--- config.mk ---
export PLATFORM = sky130hd
export DESIGN_NAME = stack_seq
export DESIGN_NICKNAME = d
export VERILOG_FILES = /design/src/rtl/stack_defs.sv /design/src/rtl/lat_counter.sv /design/src/rtl/stack_seq.sv
export SDC_FILE = /design/constraint.sdc
export NUM_CORES = 1
export LEC_CHECK = 0
export ABC_AREA = 1
export CAP_MARGIN = 20
export CORE_ASPECT_RATIO = 0.5
export CORE_MARGIN = 5
export CORE_UTILIZATION = 46
export CTS_CLUSTER_DIAMETER = 30
export DETAILED_ROUTE_END_ITERATION = 8
export GPL_TIMING_DRIVEN = 0
export PLACE_DENSITY = 0.77
export SYNTH_ARGS = -nofsm -noshare
export SYNTH_HDL_FRONTEND = slang
export SYNTH_SLANG_ARGS = --single-unit
--- constraint.sdc ---
create_clock -name clk -period 2.35 [get_ports clk]
set_input_delay 0.235 -clock clk [delete_from_list [all_inputs] [get_ports clk]]
set_output_delay 0.235 -clock clk [all_outputs]
set_load 0.01 [all_outputs]
--- src/rtl/stack_defs.sv ---
// Shared definitions for the stack sequencer: op encoding, FSM states and
// the stack pointer value used after reset.
package stack_defs;

    localparam logic OP_PUSH = 1'b0;
    localparam logic OP_PULL = 1'b1;

    // Stack pointer after reset, truncated/extended to the pointer width by users.
    localparam logic [7:0] SP_RESET = 8'hFD;

    typedef enum logic [2:0] {
        IDLE,
        PUSH,
        PULL_ADDR,
        PULL_WAIT,
        DONE
    } state_t;

endpackage

--- src/rtl/lat_counter.sv ---
// Read-latency down-counter: loaded with READ_LAT-1 when a read address is
// first presented, flags terminal count in the last cycle that address is held.
module lat_counter #(
    parameter int READ_LAT = 2
) (
    input  logic clk,
    input  logic rst,
    input  logic load,
    output logic tc
);

    localparam int CNT_W = (READ_LAT > 1) ? $clog2(READ_LAT) : 1;

    logic [CNT_W-1:0] cnt_q;
    logic [CNT_W-1:0] cnt_d;

    // Next count: reload on a new address, otherwise count down and park at zero.
    always_comb begin
        cnt_d = cnt_q;
        if (load) begin
            cnt_d = CNT_W'(READ_LAT - 1);
        end else if (cnt_q != '0) begin
            cnt_d = cnt_q - 1'b1;
        end
    end

    // Count register, cleared by the asynchronous active-low reset.
    always_ff @(posedge clk or negedge rst) begin
        if (!rst) begin
            cnt_q <= '0;
        end else begin
            cnt_q <= cnt_d;
        end
    end

    assign tc = (cnt_q == '0);

endmodule

--- src/rtl/stack_seq.sv ---
// Stack sequencer: performs multi-byte push/pull bursts on a fixed stack page,
// highest byte first on push and byte 0 first on pull, with a wrapping pointer.
module stack_seq
    import stack_defs::*;
#(
    parameter int         DATA_W     = 8,
    parameter int         ADDR_W     = 16,
    parameter logic [7:0] STACK_PAGE = 8'h01,
    parameter int         MAX_BYTES  = 4,
    parameter int         READ_LAT   = 2
) (
    input  logic                              clk,
    input  logic                              rst,
    input  logic                              start,
    input  logic                              op,
    input  logic [$clog2(MAX_BYTES+1)-1:0]    nbytes,
    input  logic [MAX_BYTES*DATA_W-1:0]       push_data,
    input  logic                              sp_load,
    input  logic [ADDR_W-9:0]                 sp_load_val,
    output logic [ADDR_W-1:0]                 mem_addr,
    output logic [DATA_W-1:0]                 mem_data_out,
    input  logic [DATA_W-1:0]                 mem_data_in,
    output logic                              mem_write_en,
    output logic                              busy,
    output logic                              done,
    output logic [MAX_BYTES*DATA_W-1:0]       pull_data,
    output logic [ADDR_W-9:0]                 sp,
    output logic                              stack_wrap
);

    localparam int SP_W  = ADDR_W - 8;
    localparam int NB_W  = $clog2(MAX_BYTES + 1);
    localparam int IDX_W = (MAX_BYTES > 1) ? $clog2(MAX_BYTES) : 1;
    localparam logic [SP_W-1:0] SP_RST = SP_W'(SP_RESET);

    typedef logic [MAX_BYTES-1:0][DATA_W-1:0] bytes_t;

    state_t            state_q, state_d;
    logic [NB_W-1:0]   nb_q, nb_d;
    logic [IDX_W-1:0]  idx_q, idx_d;
    bytes_t            data_q, data_d;
    bytes_t            pull_q, pull_d;
    logic [SP_W-1:0]   sp_q, sp_d;
    logic              wrap_q, wrap_d;
    logic [ADDR_W-1:0] addr_q, addr_d;
    logic [DATA_W-1:0] dout_q, dout_d;
    logic              we_q, we_d;
    logic              busy_q, busy_d;
    logic              done_q, done_d;

    logic              cnt_load;
    logic              cnt_tc;

    logic [SP_W-1:0]   sp_start;
    logic [SP_W-1:0]   sp_start_inc;
    logic [SP_W-1:0]   sp_inc;
    logic [SP_W-1:0]   sp_dec;
    logic [NB_W-1:0]   n_clamp;
    logic [IDX_W-1:0]  idx_first;
    logic [IDX_W-1:0]  idx_dec;
    logic [IDX_W-1:0]  idx_inc;
    logic              pull_last;
    bytes_t            push_bytes;

    // A load in the same cycle as a start supplies the burst's starting pointer.
    assign sp_start     = sp_load ? sp_load_val : sp_q;
    assign sp_start_inc = sp_start + 1'b1;
    assign sp_inc       = sp_q + 1'b1;
    assign sp_dec       = sp_q - 1'b1;
    assign n_clamp      = (nbytes > NB_W'(MAX_BYTES)) ? NB_W'(MAX_BYTES) : nbytes;
    assign idx_first    = IDX_W'(n_clamp - 1'b1);
    assign idx_dec      = idx_q - 1'b1;
    assign idx_inc      = idx_q + 1'b1;
    assign pull_last    = (nb_q == (NB_W'(idx_q) + NB_W'(1)));
    assign push_bytes   = push_data;

    lat_counter #(
        .READ_LAT (READ_LAT)
    ) u_lat_counter (
        .clk  (clk),
        .rst  (rst),
        .load (cnt_load),
        .tc   (cnt_tc)
    );

    // Next-state and next-output logic; memory outputs are prepared one cycle ahead.
    always_comb begin
        state_d  = state_q;
        nb_d     = nb_q;
        idx_d    = idx_q;
        data_d   = data_q;
        pull_d   = pull_q;
        sp_d     = sp_q;
        wrap_d   = wrap_q;
        addr_d   = addr_q;
        dout_d   = '0;
        we_d     = 1'b0;
        done_d   = 1'b0;
        cnt_load = 1'b0;

        case (state_q)
            IDLE: begin
                addr_d = '0;
                if (sp_load) begin
                    sp_d   = sp_load_val;
                    wrap_d = 1'b0;
                end
                if (start) begin
                    nb_d   = n_clamp;
                    data_d = push_bytes;
                    if (n_clamp == '0) begin
                        state_d = DONE;
                        done_d  = 1'b1;
                    end else if (op == OP_PUSH) begin
                        state_d = PUSH;
                        we_d    = 1'b1;
                        addr_d  = {STACK_PAGE, sp_start};
                        dout_d  = push_bytes[idx_first];
                        idx_d   = idx_first;
                    end else begin
                        state_d  = PULL_ADDR;
                        idx_d    = '0;
                        addr_d   = {STACK_PAGE, sp_start_inc};
                        sp_d     = sp_start_inc;
                        cnt_load = 1'b1;
                        if (sp_start == '1) begin
                            wrap_d = 1'b1;
                        end
                    end
                end
            end

            PUSH: begin
                sp_d = sp_dec;
                if (sp_q == '0) begin
                    wrap_d = 1'b1;
                end
                if (idx_q != '0) begin
                    we_d   = 1'b1;
                    addr_d = {STACK_PAGE, sp_dec};
                    dout_d = data_q[idx_dec];
                    idx_d  = idx_dec;
                end else begin
                    state_d = DONE;
                    done_d  = 1'b1;
                    addr_d  = '0;
                end
            end

            PULL_ADDR, PULL_WAIT: begin
                if (cnt_tc) begin
                    pull_d[idx_q] = mem_data_in;
                    if (pull_last) begin
                        state_d = DONE;
                        done_d  = 1'b1;
                        addr_d  = '0;
                    end else begin
                        state_d  = PULL_ADDR;
                        idx_d    = idx_inc;
                        addr_d   = {STACK_PAGE, sp_inc};
                        sp_d     = sp_inc;
                        cnt_load = 1'b1;
                        if (sp_q == '1) begin
                            wrap_d = 1'b1;
                        end
                    end
                end else begin
                    state_d = PULL_WAIT;
                end
            end

            DONE: begin
                state_d = IDLE;
                addr_d  = '0;
            end

            default: begin
                state_d = IDLE;
                addr_d  = '0;
            end
        endcase

        busy_d = (state_d != IDLE);
    end

    // FSM state and registered outputs; reset aborts any burst immediately.
    always_ff @(posedge clk or negedge rst) begin
        if (!rst) begin
            state_q <= IDLE;
            nb_q    <= '0;
            idx_q   <= '0;
            data_q  <= '0;
            pull_q  <= '0;
            sp_q    <= SP_RST;
            wrap_q  <= 1'b0;
            addr_q  <= '0;
            dout_q  <= '0;
            we_q    <= 1'b0;
            busy_q  <= 1'b0;
            done_q  <= 1'b0;
        end else begin
            state_q <= state_d;
            nb_q    <= nb_d;
            idx_q   <= idx_d;
            data_q  <= data_d;
            pull_q  <= pull_d;
            sp_q    <= sp_d;
            wrap_q  <= wrap_d;
            addr_q  <= addr_d;
            dout_q  <= dout_d;
            we_q    <= we_d;
            busy_q  <= busy_d;
            done_q  <= done_d;
        end
    end

    assign mem_addr     = addr_q;
    assign mem_data_out = dout_q;
    assign mem_write_en = we_q;
    assign busy         = busy_q;
    assign done         = done_q;
    assign pull_data    = pull_q;
    assign sp           = sp_q;
    assign stack_wrap   = wrap_q;

endmodule
=== After elaboration in Yosys (flattened, before gate mapping) ===
Index checks and enable logic that the tools add are counted.

* Latch bits: 0
* Bits in writable memories: 0
* Memories: 0
* Bits in registers: 109
* Output and inout bits: 68
* Bits in read-only memories: 0
* Bits of input ports: 56

* Multiplexer cells: 70
* Reduce and logical (&&, ||, !) cells: 13
* Add/sub/neg operators: 8
* Order comparisons: 5
* $mul: 0
* Bitwise logic cells: 1
* Shift-type cells: 0
* Divide/modulo/power cells: 0
* Equal/unequal tests: 13

{| class="wikitable"
|+ Operator list
! kind !! count
|-
| $mux W8 || 14
|-
| $pmux W16 S3 || 1
|-
| $mux W9 || 4
|-
| $bmux W8 S2 || 2
|-
| $bwmux W32 || 1
|-
| $mux W1 || 25
|-
| $pmux W8 S3 || 1
|-
| $mux W3 || 6
|-
| $add A8 B1 Y8 const B || 2
|-
| $demux W8 S2 || 1
|-
| $eq A8 B8 Y1 const B || 2
|-
| $mux W16 || 1
|-
| $pmux W8 S2 || 1
|-
| $mux W2 || 7
|-
| $ne A2 B2 Y1 const B || 7
|-
| $lt A2 B3 Y1 const B || 3
|-
| $pmux W3 S3 || 1
|-
| $logic_not A8 Y1 || 1
|-
| $sub A8 B1 Y8 const B || 1
|-
| $eq A3 B2 Y1 const B || 2
|-
| $logic_not A3 Y1 || 2
|-
| $pmux W1 S3 || 2
|-
| $pmux W2 S3 || 1
|-
| $reduce_and A6 Y1 || 1
|-
| 17 further kinds || 21
|}

=== Longest topological paths before layout ===
* Depth in word-level cells: 9
* Gate-level depth with buffers: 15

=== By module ===
A second synthesis with hierarchy kept.

* Cell total of the unflattened synthesis: 714
* Area total of the unflattened synthesis: 5519.0 sq um

{| class="wikitable"
|+ Modules (own cells, without submodules)
! module !! cells each !! seq. area each (sq um) !! area an instance (sq um) !! instances
|-
| stack_seq || 712 || 2536.2 || 5490.3 || 1
|-
| lat_counter || 2 || 25.0 || 28.8 || 1
|}

=== Worst setup path before layout ===
No wires, ideal clock.

* Kind: flip-flop to flip-flop
* From: register idx_q[0]
* To: register sp_q[1] (netlist: sp[1])
* Arrival time: 2188 ps
* Required time: 2232 ps
* Library setup time: 118 ps
* Stages on the path, launching flop included: 15
* Path buffers: 4
* Setup slack: 44 ps
* Cells stage by stage: dfrtp_1 buf_4 clkinv_1 buf_2 ha_1 buf_6 xnor2_2 nand3_2 inv_2 nand2_2 nand2_4 inv_2 buf_6 nand2_1 o21ai_2

* Cells in the longest elaborated chain, start to end: 4

{| class="wikitable"
|+ Ends and longest elaborated chain
! item !! line !! RTL
|-
| from (decl) || stack_seq.sv:40 || <nowiki>logic [IDX_W-1:0] idx_q, idx_d;</nowiki>
|-
| from (signal assigned) || stack_seq.sv:204 || <nowiki>idx_q <= idx_d;</nowiki>
|-
| $add A2 B1 Y3 || stack_seq.sv:74 || <nowiki>assign pull_last = (nb_q == (NB_W'(idx_q) + NB_W'(1)));</nowiki>
|-
| $eq A3 B3 Y1 || stack_seq.sv:74 ||
|-
| $ne A2 B2 Y1 (no line) || n/a ||
|-
| $reduce_and A3 Y1 (no line) || n/a ||
|-
| to (signal assigned) || stack_seq.sv:207 || <nowiki>sp_q <= sp_d;</nowiki>
|-
| to (decl) || stack_seq.sv:43 || <nowiki>logic [SP_W-1:0] sp_q, sp_d;</nowiki>
|}

No other way between the ends.
A chain may end at the register's enable or synchronous reset.

=== Worst setup path in the final report ===
* From: input port nbytes[2]
* To: register busy_q (netlist: busy)

* Cells in the longest elaborated chain, start to end: 7

{| class="wikitable"
|+ Ends and longest elaborated chain
! item !! line !! RTL
|-
| from (decl) || stack_seq.sv:16 || <nowiki>input logic [$clog2(MAX_BYTES+1)-1:0] nbytes,</nowiki>
|-
| $gt A3 B3 Y1 || stack_seq.sv:70 || <nowiki>assign n_clamp = (nbytes > NB_W'(MAX_BYTES)) ? NB_W'(MAX_BYTES) : nbytes;</nowiki>
|-
| $mux W3 * || stack_seq.sv:70 ||
|-
| $logic_not A3 Y1 * || stack_seq.sv:111 || <nowiki>if (n_clamp == '0) begin</nowiki>
|-
| $mux W3 * || stack_seq.sv:111 ||
|-
| $mux W3 * || stack_seq.sv:108 || <nowiki>if (start) begin</nowiki>
|-
| $pmux W3 S3 * || stack_seq.sv:101 || <nowiki>case (state_q)</nowiki>
|-
| named net state_d[0] || stack_seq.sv:38 || <nowiki>state_t state_q, state_d;</nowiki>
|-
| $reduce_bool A3 Y1 * || stack_seq.sv:183 || <nowiki>busy_d = (state_d != IDLE);</nowiki>
|-
| named net busy_d || stack_seq.sv:48 || <nowiki>logic busy_q, busy_d;</nowiki>
|-
| to (signal assigned) || stack_seq.sv:212 || <nowiki>busy_q <= busy_d;</nowiki>
|-
| to (decl) || stack_seq.sv:48 ||
|}

Mark *: on every way through the listed nets, which the timed path passes. The rest lies on a longest branch.

==> summary.txt <==
Die
  – IO Pins: 124
  – Core Box Area: between 10,000 and 15,000 µm²
  – Rows: 28
  – Die outline height: 87.6 µm
  – Horiz. Die Dim: between 150 and 200 µm
  – Die Area: 14,500 µm²
  – Starting Density: 47.0%

Yosys
  – Mux contribution to synthesized area: under 10%
  – Post-synthesis adder-cell area fraction: 1.80%
  – Flops & latches, synth: 102
  – Ys async rst share: 100%
  – Yosys top cell area share: 42.9%
  – Gate Count Post-Synth: between 600 and 700
  – Largest family of logic cells by synthesized area: simple AND/OR/NAND/NOR gates
  – Compound-Gate Fraction of Synth Area: 16.3%
  – Netlist Area Pre-Place: 5550 µm²
  – Synth Flop Type: dfrtp_1
  – Syn. warnings: 0
  – Mean Syn Cell Area: 8.39 µm²
  – EDFF count, synth: 0
  – XOR/XNOR Fraction of Synth Area: 1.69%
  – Post-synth top area cell: dfrtp_1
  – Synth cell types: 47
  – Sequential area share after synthesis: between 40% and 50%
  – Simple-gate share of the synthesized area: 21.0%
  – Synth top area cells: dfrtp_1, nand2_1, o21ai_0

Setup path
  – Arr. time, crit path: 2.50 ns
  – Critical path required time: ~2.6 ns
  – Crit. End Element: flip-flop
  – CP Class: in -> reg
  – CP cell instances: clkdlybuf4s50_1 -> inv_2 -> nand2_2 -> clkbuf_4 -> ha_1 -> nand2_1 -> nand2_4 -> nor3_4 -> or2_1 -> nor2_1 -> inv_2 -> nor2_1 -> nand2_1
  – Crit-path max FO: 10
  – Nature of the critical path startpoint: primary input
  – Slowest cell on the critical path: nor3_4
  – R2r setup slk: ~0.18 ns
  – Crit path largest cell delay: 0.43 ns

Finish
  – Fill cells: 1,042
  – Finished Core Util: 62.5%
  – Final nets: 863
  – Share of cells above drive strength 1: 16.8%
  – Ant. Diodes: 0
  – Fin cells: 969
  – Area grow syn2layout: 33.0%

Global route
  – Largest net degree at the start of global routing: between 50 and 60
  – Vias in the first global route: 4,969
  – First-pass GRT wire length: 25,000 µm
  – Initial antenna violation count: 0
  – GRT Overall Usage: 21.8%
  – Grt ovf: 0

Clock network
  – CTS tree: built
  – Clock transition at path regs: 0.07 ns
  – Total clock buffers created by CTS: 9
  – Clock Sink Count: 102
  – Clock H-tree levels: 3
  – Root Buffer: clkbuf_16
  – Maximum clock path buffer count: 2
  – Clk_lat worst skew: 0.35 ns

Timing
  – Fin crit period: 2.22 ns
  – Fmax: ~0.45 GHz
  – Least-Margin Pin Slew: 0.608 ns
  – Setup-failing EPs final: 0
  – Slew Viols, Final: 0
  – Slew headroom: 59.5%
  – Hold Fails Final Rpt: 0
  – Fin crit share: 94.4%
  – Final Skew: 0.00974 ns

Detailed routing
  – WL per Instance: about 16 µm
  – Vias per cell: 5.19
  – Remaining DRCs: 0
  – Final wirelength: 15,200 µm
  – Post-route ant nets: 0
  – Detailed Routing Iterations Pass 1: 5
  – Via count: 5,027
  – 1st-iter DRT viols: 246

Placement
  – Final weighted congestion in routability-driven placement: roughly 0.90
  – Port bufs: 115
  – Post-detail-place hpwl: 11,400 µm
  – DP Cell Count: 948

Power and ir drop
  – Total power: 0.0102 W
  – Lkg Pwr: 3.38 nW
  – Power per cell area: around 1400 nW/µm²
  – Worst vdd ir: 0.662 mV

Hold path
  – Worst hold path type: in -> reg

Job
  – Total of max-cap violations: 0

Status
  – Status: finished, final reports clean
worst paths after layout:
path | start | to | depth (start not counted)
hold / removal | op | u_lat_counter.cnt_q | 3
min in group asynchronous | rst | mem_data_out[4] | 2
max in group asynchronous | rst | sp[3] | 3
setup reg to reg | idx_q[0] | sp[1] | 13
setup / recovery | nbytes[2] | busy | 13
hold reg to reg | mem_addr[8] | mem_addr[8] | 1
report_power, final:
part	switching, W	internal [W]	leakage [nW]
sequential	0.000541	0.00265	1.24
combinational	0.00293	0.00248	1.99
clock	0.000714	0.000852	0.148
total	0.00418	0.00598	3.38
through the flow:
stage | hold slack [ns] | area [µm²] | worst slack, ns | setup TNS [ns]
finish | 0.338 | 7370 | 0.132 | 0
global route | 0.359 | 7370 | -0.00548 | -0.00548
CTS | 0.321 | 7370 | 0.00927 | 0
detailed placement | 0.283 | 6950 | -0.666 | -15.50
global placement | 0.463 | 6930 | -2.78 | -288.50
floorplan | -0.0606 | 5570 | 0.0441 | 0
synthesized netlist by cell type, types with 3 or more instances:
| cell | n |
|---|---|
| nor3_1 | 5 |
| clkbuf_1 | 6 |
| nor2_1 | 73 |
| buf_2 | 9 |
| o21ai_2 | 4 |
| xor2_1 | 5 |
| buf_4 | 13 |
| mux2_2 | 24 |
| inv_1 | 48 |
| a22o_1 | 8 |
| o21ai_0 | 87 |
| o221ai_1 | 3 |
| o32ai_1 | 8 |
| nand4_1 | 4 |
| inv_2 | 12 |
| buf_6 | 3 |
| nor2_2 | 6 |
| nor2_4 | 3 |
| dfstp_2 | 7 |
| dfrtp_1 | 95 |
| a21oi_1 | 18 |
| nand2_1 | 138 |
| o22ai_1 | 3 |
| o21ai_1 | 14 |
| ha_1 | 8 |
| nand2_2 | 12 |
| nand3_1 | 19 |
sequential cells by signal (all words and copies together), names as in the netlist:
register and flops:
state_q 3, mem_addr 9, nb_q 3, stack_wrap 1
pull_data 32, done 1, data_q 32, sp 8
mem_data_out 8, u_lat_counter.cnt_q 1, busy 1, idx_q 2
mem_write_en 1
layout make-up:
cell class | count | area [µm²] | area share [%]
Buffer | 31 | 208 | 2.82
Tap cell | 165 | 206 | 2.80
Inverter | 63 | 246 | 3.34
Clock inverter | 7 | 92.6 | 1.26
Sequential cell | 102 | 2560 | 34.7
Multi-Input combinational cell | 469 | 2590 | 35.1
Timing Repair Buffer | 123 | 1240 | 16.9
Clock buffer | 9 | 225 | 3.05
what timing repair did:
| item | CTS | global route |
|---|---|---|
| hold endpoints to repair | 46 | 0 |
| buffers inserted | 6 | 0 |
| gates cloned | 0 | 0 |
| hold buffers | 1 | 0 |
| pin swaps | 0 | 1 |
| endpoints found under the setup margin | 33 | 29 |
| resized for setup | 8 | 7 |
per-layer routing:
layer	GRT usage, %	vias to the layer above	share of wire (%)
met1	29.0	2401	44
met3	4.61	20	5.8
met5	0	-	0
met2	36.8	148	49
li1	-	2458	-
met4	5.91	0	1.1
worst max-delay path: cells and delay by family:
kind | cells | cell delay (ns)
and+or+nand+nor | 8 | 1.28
adders and majority gates | 1 | 0.19
buffers and inverters | 4 | 0.78
cell families after synthesis:
family                     after synthesis
xor gates and xnor gates                 9
other                                    1
DFF                                    102
muxes                                   24
adders and majority gates                8
buffers and inverters                   96
and+or+nand+nor                        267
AOI/OAI and AO/OA                      154
layout by cell type, fill, tap and decap left out, types with 4 or more instances in the layout:
master	count
a21oi_1	18
a22o_1	8
buf_2	8
buf_4	18
buf_6	4
clkbuf_1	4
clkbuf_16	9
clkdlybuf4s50_1	114
conb_1	7
dfrtp_1	95
dfstp_2	7
ha_1	8
inv_1	48
inv_2	12
mux2_2	24
nand2_1	137
nand2_2	12
nand3_1	19
nand4_1	4
nor2_1	73
nor2_2	6
nor3_1	4
o21ai_0	86
o21ai_1	15
o21ai_2	4
o32ai_1	8
xor2_1	5
Power figures use the tool's default switching activity.
